## src/rtl/time_entry.sv

```systemverilog
// time_entry: keypad-side writer for the microwave mm:ss countdown chain.
// Collects BCD digits typed by the user, validates them and parallel-loads
// the mod-10/mod-6 counters. It then gates the counter enable until the
// timer reports zero or the user cancels.
//
// Optional feature macro: QUICK_START_EN
//   Defined:   start in IDLE loads 00:(QUICK_SEC_TENS)0.
//              start in BUSY adds QUICK_SEC_TENS*10 s and reloads.
//   Undefined: start in IDLE pulses err; start in BUSY is ignored.
//
// Ports:
//   clk        system clock, all logic on the rising edge
//   clr        synchronous active-high reset
//   key_valid  one-cycle strobe qualifying key_code
//   key_code   keypad code; 0-9 are digits, 10-15 are illegal
//   start      one-cycle start strobe
//   cancel     one-cycle cancel/stop strobe
//   zero       timer chain reports 00:00
//   sec_ones   BCD load data, seconds ones
//   sec_tens   BCD load data, seconds tens
//   min_ones   BCD load data, minutes ones
//   min_tens   BCD load data, minutes tens
//   loadn      active-low load strobe to the counters
//   en         counter enable
//   clr_timer  one-cycle pulse clearing the counter chain
//   ndigits    number of digits entered so far, 0..DIGITS
//   err        one-cycle error pulse
//   state      FSM state (IDLE=0, ENTRY=1, LOAD=2, BUSY=3)

module time_entry #(
    parameter int         DIGITS         = 4,
    parameter logic [3:0] QUICK_SEC_TENS = 4'd3
) (
    input  logic       clk,
    input  logic       clr,
    input  logic       key_valid,
    input  logic [3:0] key_code,
    input  logic       start,
    input  logic       cancel,
    input  logic       zero,
    output logic [3:0] sec_ones,
    output logic [3:0] sec_tens,
    output logic [3:0] min_ones,
    output logic [3:0] min_tens,
    output logic       loadn,
    output logic       en,
    output logic       clr_timer,
    output logic [2:0] ndigits,
    output logic       err,
    output logic [1:0] state
);

    typedef enum logic [1:0] {
        IDLE  = 2'd0,
        ENTRY = 2'd1,
        LOAD  = 2'd2,
        BUSY  = 2'd3
    } state_t;

    state_t cur;

    // High during the first BUSY cycle: the counters have just been
    // loaded, so their zero flag still reflects the old contents.
    logic guard;

    logic is_digit;
    logic full;

    assign is_digit = (key_code <= 4'd9);
    assign full     = (ndigits == 3'(DIGITS));
    assign state    = cur;

`ifdef QUICK_START_EN
    // Buffer plus QUICK_SEC_TENS tens of seconds, with mod-6 carry into
    // the BCD minutes and saturation at 99:59.
    logic [4:0] q_sum;
    logic [3:0] q_so;
    logic [3:0] q_st;
    logic [3:0] q_mo;
    logic [3:0] q_mt;

    always_comb begin
        q_sum = {1'b0, sec_tens} + {1'b0, QUICK_SEC_TENS};
        q_so  = sec_ones;
        q_st  = q_sum[3:0];
        q_mo  = min_ones;
        q_mt  = min_tens;
        if (q_sum >= 5'd6) begin
            q_st = 4'(q_sum - 5'd6);
            if (min_ones == 4'd9 && min_tens == 4'd9) begin
                q_so = 4'd9;
                q_st = 4'd5;
            end else if (min_ones == 4'd9) begin
                q_mo = 4'd0;
                q_mt = min_tens + 4'd1;
            end else begin
                q_mo = min_ones + 4'd1;
            end
        end
    end
`else
    wire unused_quick = ^QUICK_SEC_TENS;
`endif

    always_ff @(posedge clk) begin
        if (clr) begin
            cur       <= IDLE;
            sec_ones  <= 4'd0;
            sec_tens  <= 4'd0;
            min_ones  <= 4'd0;
            min_tens  <= 4'd0;
            ndigits   <= 3'd0;
            loadn     <= 1'b1;
            en        <= 1'b0;
            clr_timer <= 1'b0;
            err       <= 1'b0;
            guard     <= 1'b0;
        end else begin
            err       <= 1'b0;
            clr_timer <= 1'b0;
            loadn     <= 1'b1;
            case (cur)
                IDLE, ENTRY: begin
                    if (cancel) begin
                        sec_ones <= 4'd0;
                        sec_tens <= 4'd0;
                        min_ones <= 4'd0;
                        min_tens <= 4'd0;
                        ndigits  <= 3'd0;
                        cur      <= IDLE;
                        if (cur == IDLE) begin
                            clr_timer <= 1'b1;
                        end
                    end else if (start) begin
                        if (cur == ENTRY) begin
                            if (sec_tens > 4'd5) begin
                                err <= 1'b1;
                            end else begin
                                cur   <= LOAD;
                                loadn <= 1'b0;
                            end
                        end else begin
`ifdef QUICK_START_EN
                            sec_ones <= 4'd0;
                            sec_tens <= QUICK_SEC_TENS;
                            min_ones <= 4'd0;
                            min_tens <= 4'd0;
                            cur      <= LOAD;
                            loadn    <= 1'b0;
`else
                            err <= 1'b1;
`endif
                        end
                    end else if (key_valid) begin
                        if (!is_digit || full) begin
                            err <= 1'b1;
                        end else begin
                            min_tens <= min_ones;
                            min_ones <= sec_tens;
                            sec_tens <= sec_ones;
                            sec_ones <= key_code;
                            ndigits  <= ndigits + 3'd1;
                            cur      <= ENTRY;
                        end
                    end
                end
                LOAD: begin
                    // The load pulse is already on the wire; a cancel here
                    // lets it finish and then clears the chain instead of
                    // starting the countdown.
                    if (cancel) begin
                        sec_ones  <= 4'd0;
                        sec_tens  <= 4'd0;
                        min_ones  <= 4'd0;
                        min_tens  <= 4'd0;
                        ndigits   <= 3'd0;
                        clr_timer <= 1'b1;
                        en        <= 1'b0;
                        cur       <= IDLE;
                    end else begin
                        en    <= 1'b1;
                        guard <= 1'b1;
                        cur   <= BUSY;
                    end
                end
                BUSY: begin
                    guard <= 1'b0;
                    if (cancel) begin
                        sec_ones  <= 4'd0;
                        sec_tens  <= 4'd0;
                        min_ones  <= 4'd0;
                        min_tens  <= 4'd0;
                        ndigits   <= 3'd0;
                        clr_timer <= 1'b1;
                        en        <= 1'b0;
                        cur       <= IDLE;
`ifdef QUICK_START_EN
                    end else if (start) begin
                        sec_ones <= q_so;
                        sec_tens <= q_st;
                        min_ones <= q_mo;
                        min_tens <= q_mt;
                        loadn    <= 1'b0;
                        en       <= 1'b0;
                        cur      <= LOAD;
`endif
                    end else if (zero && !guard) begin
                        sec_ones <= 4'd0;
                        sec_tens <= 4'd0;
                        min_ones <= 4'd0;
                        min_tens <= 4'd0;
                        ndigits  <= 3'd0;
                        en       <= 1'b0;
                        cur      <= IDLE;
                    end
                end
                default: begin
                    cur <= IDLE;
                end
            endcase
        end
    end

endmodule

```

## config.mk

```make
export PLATFORM = sky130hd
export DESIGN_NAME = time_entry
export DESIGN_NICKNAME = d
export VERILOG_FILES = /design/src/rtl/time_entry.sv
export SDC_FILE = /design/constraint.sdc
export NUM_CORES = 1
export LEC_CHECK = 0
export BUFFER_PORTS_ARGS = -buffer_cell sky130_fd_sc_hd__buf_2
export CAP_MARGIN = 20
export CORE_ASPECT_RATIO = 1.4
export CORE_UTILIZATION = 40
export DETAILED_ROUTE_END_ITERATION = 8
export GPL_TIMING_DRIVEN = 0
export MAX_ROUTING_LAYER = met4
export PLACE_DENSITY = 0.67
export SYNTH_ARGS = -nofsm -noshare
export SYNTH_HDL_FRONTEND = slang
export SYNTH_SLANG_ARGS = --single-unit
```

## constraint.sdc

```tcl
create_clock -name clk -period 1.6 [get_ports clk]
set_clock_uncertainty 0.1 [all_clocks]
set_input_delay 0.32 -clock clk [delete_from_list [all_inputs] [get_ports clk]]
set_output_delay 0.32 -clock clk [all_outputs]
set_load 0.01 [all_outputs]
```

==> results of run 1 <==
## worst max-delay path by stage
stage,to,cells past startpoint,from
CTS,min_ones[2],8,ndigits[0]
detailed placement,sec_ones[2],7,key_code[1]
global route,min_ones[2],7,ndigits[0]
finish,min_ones[2],7,ndigits[0]
floorplan,min_ones[0],8,ndigits[0]
global placement,min_ones[0],7,key_code[1]
## synthesized netlist by cell type
master and count:
nand2_1 6, inv_1 5, o32ai_2 1, a22oi_1 1, a31oi_1 1, nor2_2 1
nand4_1 3, and4b_1 1, nand3b_1 6, o22ai_2 1, clkbuf_1 4, ha_1 2
a221oi_1 1, o21ai_2 1, o22ai_1 3, xor2_1 1, nor4_1 1, buf_2 2
o32ai_1 12, nor3_1 3, nand3_1 3, nand2b_1 15, nor2b_1 2, a21oi_1 2
o211ai_1 1, buf_6 2, dfxtp_1 26, nand3_2 1, nor2b_2 1, or2b_1 1
or3_1 1, o21ai_0 1, nor2_1 4, a211oi_1 2
## what timing repair did
item | CTS | global route
gates cloned | 0 | 2
endpoints found under the setup margin | 18 | 18
pin swaps | 1 | 1
resized for setup | 2 | 3
buffers inserted | 6 | 6
## logic make-up after synthesis
| group | share of synthesized area |
|---|---|
| and+or+nand+nor | 0.2580 |
| AOI/OAI and AO/OA | 0.1952 |
| DFF | 0.4587 |
| buffers and inverters | 0.05843 |
| adders and majority gates | 0.02205 |
| xor gates and xnor gates | 0.007719 |
## critical path: stages, from the launching register on
cell and delay [ns]:
dfxtp_4 0.39, inv_4 0.04, ha_4 0.15, nand2_4 0.07, nand3_4 0.11, or3_4 0.42
clkbuf_16 0.19, o32ai_2 0.08
## state kept, by name (all words and copies together), names as in the netlist
name,count
loadn,1
min_ones,4
err,1
min_tens,4
clr_timer,1
sec_tens,4
guard,1
state,2
en,1
sec_ones,4
ndigits,3
## per-stage QoR
stage / util / hold slack (ns)
floorplan: - / 0.2987
global placement: 0.5487 / 0.3679
detailed placement: 0.5487 / 0.3901
CTS: 0.5806 / 0.1560
global route: 0.6097 / 0.1714
finish: 0.6097 / 0.1726
## layout make-up
| class | count | area (um^2) | share of cell area |
|---|---|---|---|
| multi-input combinational | 80 | 666.9 | 0.4097 |
| sequential | 26 | 528.0 | 0.3244 |
| timing repair buffer | 47 | 285.3 | 0.1753 |
| buffer | 6 | 45.04 | 0.02767 |
| tap | 36 | 45.04 | 0.02767 |
| clock buffer | 4 | 36.28 | 0.02229 |
| inverter | 5 | 21.27 | 0.01307 |
## power by group
group	switching, mW	total (mW)	internal [mW]
Combinational	0.0864	0.155	0.0689
Sequential	0.00871	0.664	0.655
Clock	0.200	0.339	0.139
Total	0.295	1.16	0.863
## layer usage
metal | vias up | wire (um)
met4 | 0 | 51
met1 | 529 | 1183
li1 | 536 | -
met3 | 6 | 110
met2 | 43 | 1586
met5 | - | 0
==> key figures, run 1 <==
Status
  • Status: finished with violations
  • Failing checks: negative setup slack

Final layout
  • Commonest non-fill, non-tap cell in the layout: buf_2
  • Non-Filler Cell Area, Final: 1628 um^2
  • Finished Layout Cells: 204
  • Final net count: 181
  • Diodes inserted: 0
  • Fillers: 252
  • Fraction of layout cells with a size suffix above 1: 0.4702
  • P&R area growth vs syn: 43.44%
  • Most frequent cells in the layout: buf_2 (36), dfxtp_1 (24), nand2b_1 (15), buf_4 (13), o32ai_2 (10)

Yosys
  • Sequential share of the synthesized area: 0.4587
  • Synth top area share: 0.4587
  • Cells after Synth: 118
  • Largest cells by area after synthesis: dfxtp_1 (46%), o32ai_1 (9.3%), nand2b_1 (8.3%)
  • Synth Net Count: 130
  • Avg Inst Size Synth: 9.617 um^2
  • Seq cells post-synth: 26
  • Distinct cells, synth: 34
  • Synthesized area: 1135 um^2
  • Synth area leader: dfxtp_1
  • Ys Warns: 0

Setup path
  • Worst path arrival time: 1.78 ns
  • Worst setup SP type: register
  • Worst R2R End: min_ones[2]
  • Peak fanout along the critical path: 5
  • Worst reg2reg path depth: 7
  • Crit path required time: 1.74 ns
  • CP Capture Type: register
  • FF-to-FF setup slack: -0.04 ns
  • R2R Path Start: ndigits[0]
  • Kind of critical path: reg -> reg

Global route
  • Remaining global-route overflow: 0
  • Most Used Layer, Global Route: met2
  • GR Util met1: 0.2547
  • Grt met2 use: 0.3559
  • Largest net degree at the start of global routing: 15
  • Vias in the first global route: 1077
  • First-pass GRT wire length: 4774 um
  • GRT Total Usage: 0.2171
  • Met3 Usage GRT: 0.02786
  • Initial antenna violation count: 0

Clocking
  • Skew-Pair Late Insertion Delay: 0.33 ns
  • Clock buffer depth: 2
  • H-tree Lvls: 1
  • CTS root buf: clkbuf_4
  • Clock Sink Count: 26
  • CTS Hold Bufs: 0
  • Worst-path clk slew: 0.15 ns
  • CTS tree: done
  • Num CTS Buffers: 3

Routing
  • Antenna viol nets, final: 0
  • DR vias: 1114
  • Post-Route WL: 2932 um
  • Detailed Route Iter0 Violations: 34
  • WL/cell: 14.37 um
  • DRC errors left: 0
  • Pre-antenna DRT Iters: 4
  • Avg Vias per Cell: 5.461

STA
  • Final Cycle Share: 1.022
  • Worst slew margin: 0.7303
  • RSZ-0062 raised after global routing: true
  • Final setup vio count: 9
  • Setup tns final: -0.1260 ns
  • Tmin final: 1.635 ns
  • Worst-Margin Slew: 0.4045 ns
  • Hold Vio Cnt, Final: 0
  • Fmax: 611.6 MHz
  • Max Slew Vio Count: 0
  • Final worst slack: -0.03518 ns

Flow run
  • Total of max-cap violations: 0

Placement
  • Place WS: -0.1845 ns
  • Placed cell areas: 1465 um^2
  • Detailed Place HPWL: 2027 um
  • I/O Buffers: 34
  • DP Cell Count: 188
  • GPL Wtd Cong: 0.8253

Die
  • CORE AREA: 2670 um^2
  • Initial core utilization: 0.4250
  • Die ar.: 3057 um^2
  • Die height: 65.02 um
  • Rows: 22
  • Io pins: 35
  • Die X: 47.02 um

Worst hold path
  • WHS Path Cells: 3
  • Hold Crit Class: in -> reg
  • Min-delay src: key_code[0]
  • Hold path endpoint: sec_ones[0]

Power and ir drop
  • Total power: 1.158 mW
  • Worst vdd ir: 0.0004925 V
  • Pwr dens: 711.3 nW/um^2
  • Lkg Pwr: 0.6599 nW
Power figures use the tool's default switching activity.
==> inputs of run 2 (changes only) <==
--- a/config.mk
+++ b/config.mk
@@ -13,6 +13,7 @@
 export GPL_TIMING_DRIVEN = 0
 export MAX_ROUTING_LAYER = met4
 export PLACE_DENSITY = 0.67
+export SKIP_CTS_REPAIR_TIMING = 1
 export SYNTH_ARGS = -nofsm -noshare
 export SYNTH_HDL_FRONTEND = slang
 export SYNTH_SLANG_ARGS = --single-unit
==> key figures, run 2 (synthesized netlist as in run 1, its figures left out) <==
Routing
  • WL/cell: 14.54 um (+1.2%)
  • Avg Vias per Cell: 5.558 (+1.8%)
  • Detailed Route Iter0 Violations: 42 (+24%)
  • Post-Route WL: 2894 um (-1.3%)
  • Pre-antenna DRT Iters: 4 (unchanged)
  • DR vias: 1106 (-0.72%)
  • DRC errors left: 0 (unchanged)
  • Antenna viol nets, final: 0 (unchanged)

Flow run
  • Total of max-cap violations: 0 (unchanged)

Setup path
  • Worst path arrival time: 1.81 ns (+0.03 ns)
  • FF-to-FF setup slack: -0.07 ns (-0.03 ns)
  • Buf/Inv on CP: 2 (unchanged)
  • Crit path launch: ndigits[0]
  • Worst reg2reg path depth: 7 (unchanged)
  • R2R Path Start: ndigits[0]
  • Setup crit end: min_ones[2]
  • CP Capture Type: register
  • Worst setup SP type: register
  • Worst R2R End: min_ones[2]
  • Crit-path cells: inv_4 -> ha_4 -> nand2_4 -> nand3_4 -> or3_4 -> clkbuf_16 -> o32ai_2
  • Top cell family by delay on the critical path: simple AND/OR/NAND/NOR gates
  • Slowest cell delay on critical path: 0.42 ns (about the same)
  • Crit path required time: 1.74 ns (about the same)
  • Standard cell with the maximum stage delay on the critical path: or3_4
  • Kind of critical path: reg -> reg
  • Crit. path cell count: 7 (unchanged)
  • Peak fanout along the critical path: 5 (unchanged)

STA
  • RSZ-0062 raised after global routing: true
  • Final setup vio count: 14 (+5)
  • Worst slew margin: 0.7186 (-0.01176)
  • Hold Slack: 0.1707 ns (-0.001904 ns)
  • Worst-Margin Slew: 0.4221 ns (+0.01763 ns)
  • Fmax: 599.9 MHz (-1.9%)
  • Hold Vio Cnt, Final: 0 (unchanged)
  • Final worst slack: -0.06684 ns (-0.03167 ns)
  • Final Cycle Share: 1.042 (+0.01979)
  • Max Slew Vio Count: 0 (unchanged)
  • Tmin final: 1.667 ns (+0.03167 ns)

Worst hold path
  • Hold Crit Class: in -> reg

Clocking
  • Clock Sink Count: 26 (unchanged)
  • Skew-Pair Late Insertion Delay: 0.32 ns (about the same)
  • Clock buffer depth: 2 (unchanged)
  • Worst-path clk slew: 0.15 ns (about the same)
  • CTS root buf: clkbuf_4
  • H-tree Lvls: 1 (unchanged)
  • CTS tree: done
  • Num CTS Buffers: 3 (unchanged)

Die
  • Die ar.: 3057 um^2 (unchanged)
  • CORE AREA: 2670 um^2 (unchanged)
  • Die height: 65.02 um (unchanged)
  • Rows: 22 (unchanged)
  • Initial core utilization: 0.4250 (unchanged)
  • Io pins: 35 (unchanged)
  • Die X: 47.02 um (unchanged)

Placement
  • Detailed Place HPWL: 2027 um (unchanged)
  • GPL Wtd Cong: 0.8253 (unchanged)
  • I/O Buffers: 34 (unchanged)
  • DP Cell Count: 188 (unchanged)
  • Placed cell areas: 1465 um^2 (unchanged)

Final layout
  • P&R area growth vs syn: 40.13%
  • Fillers: 252 (unchanged)
  • Final net count: 176 (-2.8%)
  • Non-Filler Cell Area, Final: 1590 um^2 (-2.3%)
  • Diodes inserted: 0 (unchanged)
  • Commonest non-fill, non-tap cell in the layout: buf_2
  • Finished Layout Cells: 199 (-2.5%)
  • Fraction of layout cells with a size suffix above 1: 0.4540 (-0.01625)
  • Final core utilization: 0.5956 (-0.01406)
  • Most frequent cells in the layout: buf_2 (35), dfxtp_1 (24), nand2b_1 (15), o32ai_2 (10), buf_4 (8)

Global route
  • Vias in the first global route: 1039 (-3.5%)
  • Largest net degree at the start of global routing: 15 (unchanged)
  • GRT Total Usage: 0.2116 (-0.005568)
  • Remaining global-route overflow: 0 (unchanged)
  • Initial antenna violation count: 0 (unchanged)
  • First-pass GRT wire length: 4650 um (-2.6%)

Status
  • Failing checks: negative setup slack
  • Status: finished with violations

Power and ir drop
  • Worst vdd ir: 0.0004980 V (+1.1%)
  • Total power: 1.152 mW (-0.50%)
  • Lkg Pwr: 0.6364 nW (-3.6%)
  • Pwr dens: 724.4 nW/um^2 (+1.8%)
## run 2: cell count changes in the layout (fill, tap and decap cells not counted), sizes merged
| cell | before | now |
|---|---|---|
| buf | 50 | 44 |
| clkbuf | 7 | 8 |
## run 2: worst min-delay path by stage
stage | end | startpoint | cells past startpoint | slack, ns
after floorplan | err | cancel | 1 | 0.30
after global placement | en | en | 2 | 0.37
after detailed placement | min_tens[2] | min_tens[2] | 2 | 0.39
after CTS | err | cancel | 2 | 0.16
after global routing | sec_ones[0] | key_code[0] | 3 | 0.17
final | sec_ones[0] | key_code[0] | 3 | 0.17
## run 2: metrics by stage
stage | setup slack (ns) | setup TNS, ns
finish | -0.06684 | -0.5040
global route | -0.1156 | -1.375
CTS | -0.1454 | -1.796
detailed placement | -0.1845 | -2.428
global placement | -0.1580 | -2.078
floorplan | -0.02969 | -0.2780
## run 2: layout make-up
type	instances	area, um^2	share of cell area
tap	36	45.04	0.02832
multi-input combinational	80	666.9	0.4194
clock buffer	4	36.28	0.02282
inverter	5	21.27	0.01338
sequential	26	528.0	0.3320
timing repair buffer	42	247.7	0.1558
buffer	6	45.04	0.02832
## run 2: layer usage
layer / share of wire / vias to the layer above / global-route usage / wire length [um]
met5: 0 / - / - / 0
met4: 0.027 / 0 / 0.1000 / 78
met3: 0.038 / 8 / 0.02786 / 109
met2: 0.54 / 38 / 0.3385 / 1560
met1: 0.40 / 529 / 0.2530 / 1146
li1: - / 531 / - / -
## run 2: worst reg2reg max path: stages, from the launching register on
cell and delay [ns]:
dfxtp_4 0.41, inv_4 0.04, ha_4 0.15, nand2_4 0.08, nand3_4 0.11, or3_4 0.42, clkbuf_16 0.19, o32ai_2 0.08
## run 2: power breakdown
part           total, mW  leakage [nW]  switching (mW)  internal (mW)
Sequential         0.664         0.212         0.00934          0.655
Combinational      0.150         0.403          0.0851         0.0651
Clock              0.338        0.0210           0.198          0.139
Total               1.15         0.636           0.293          0.859
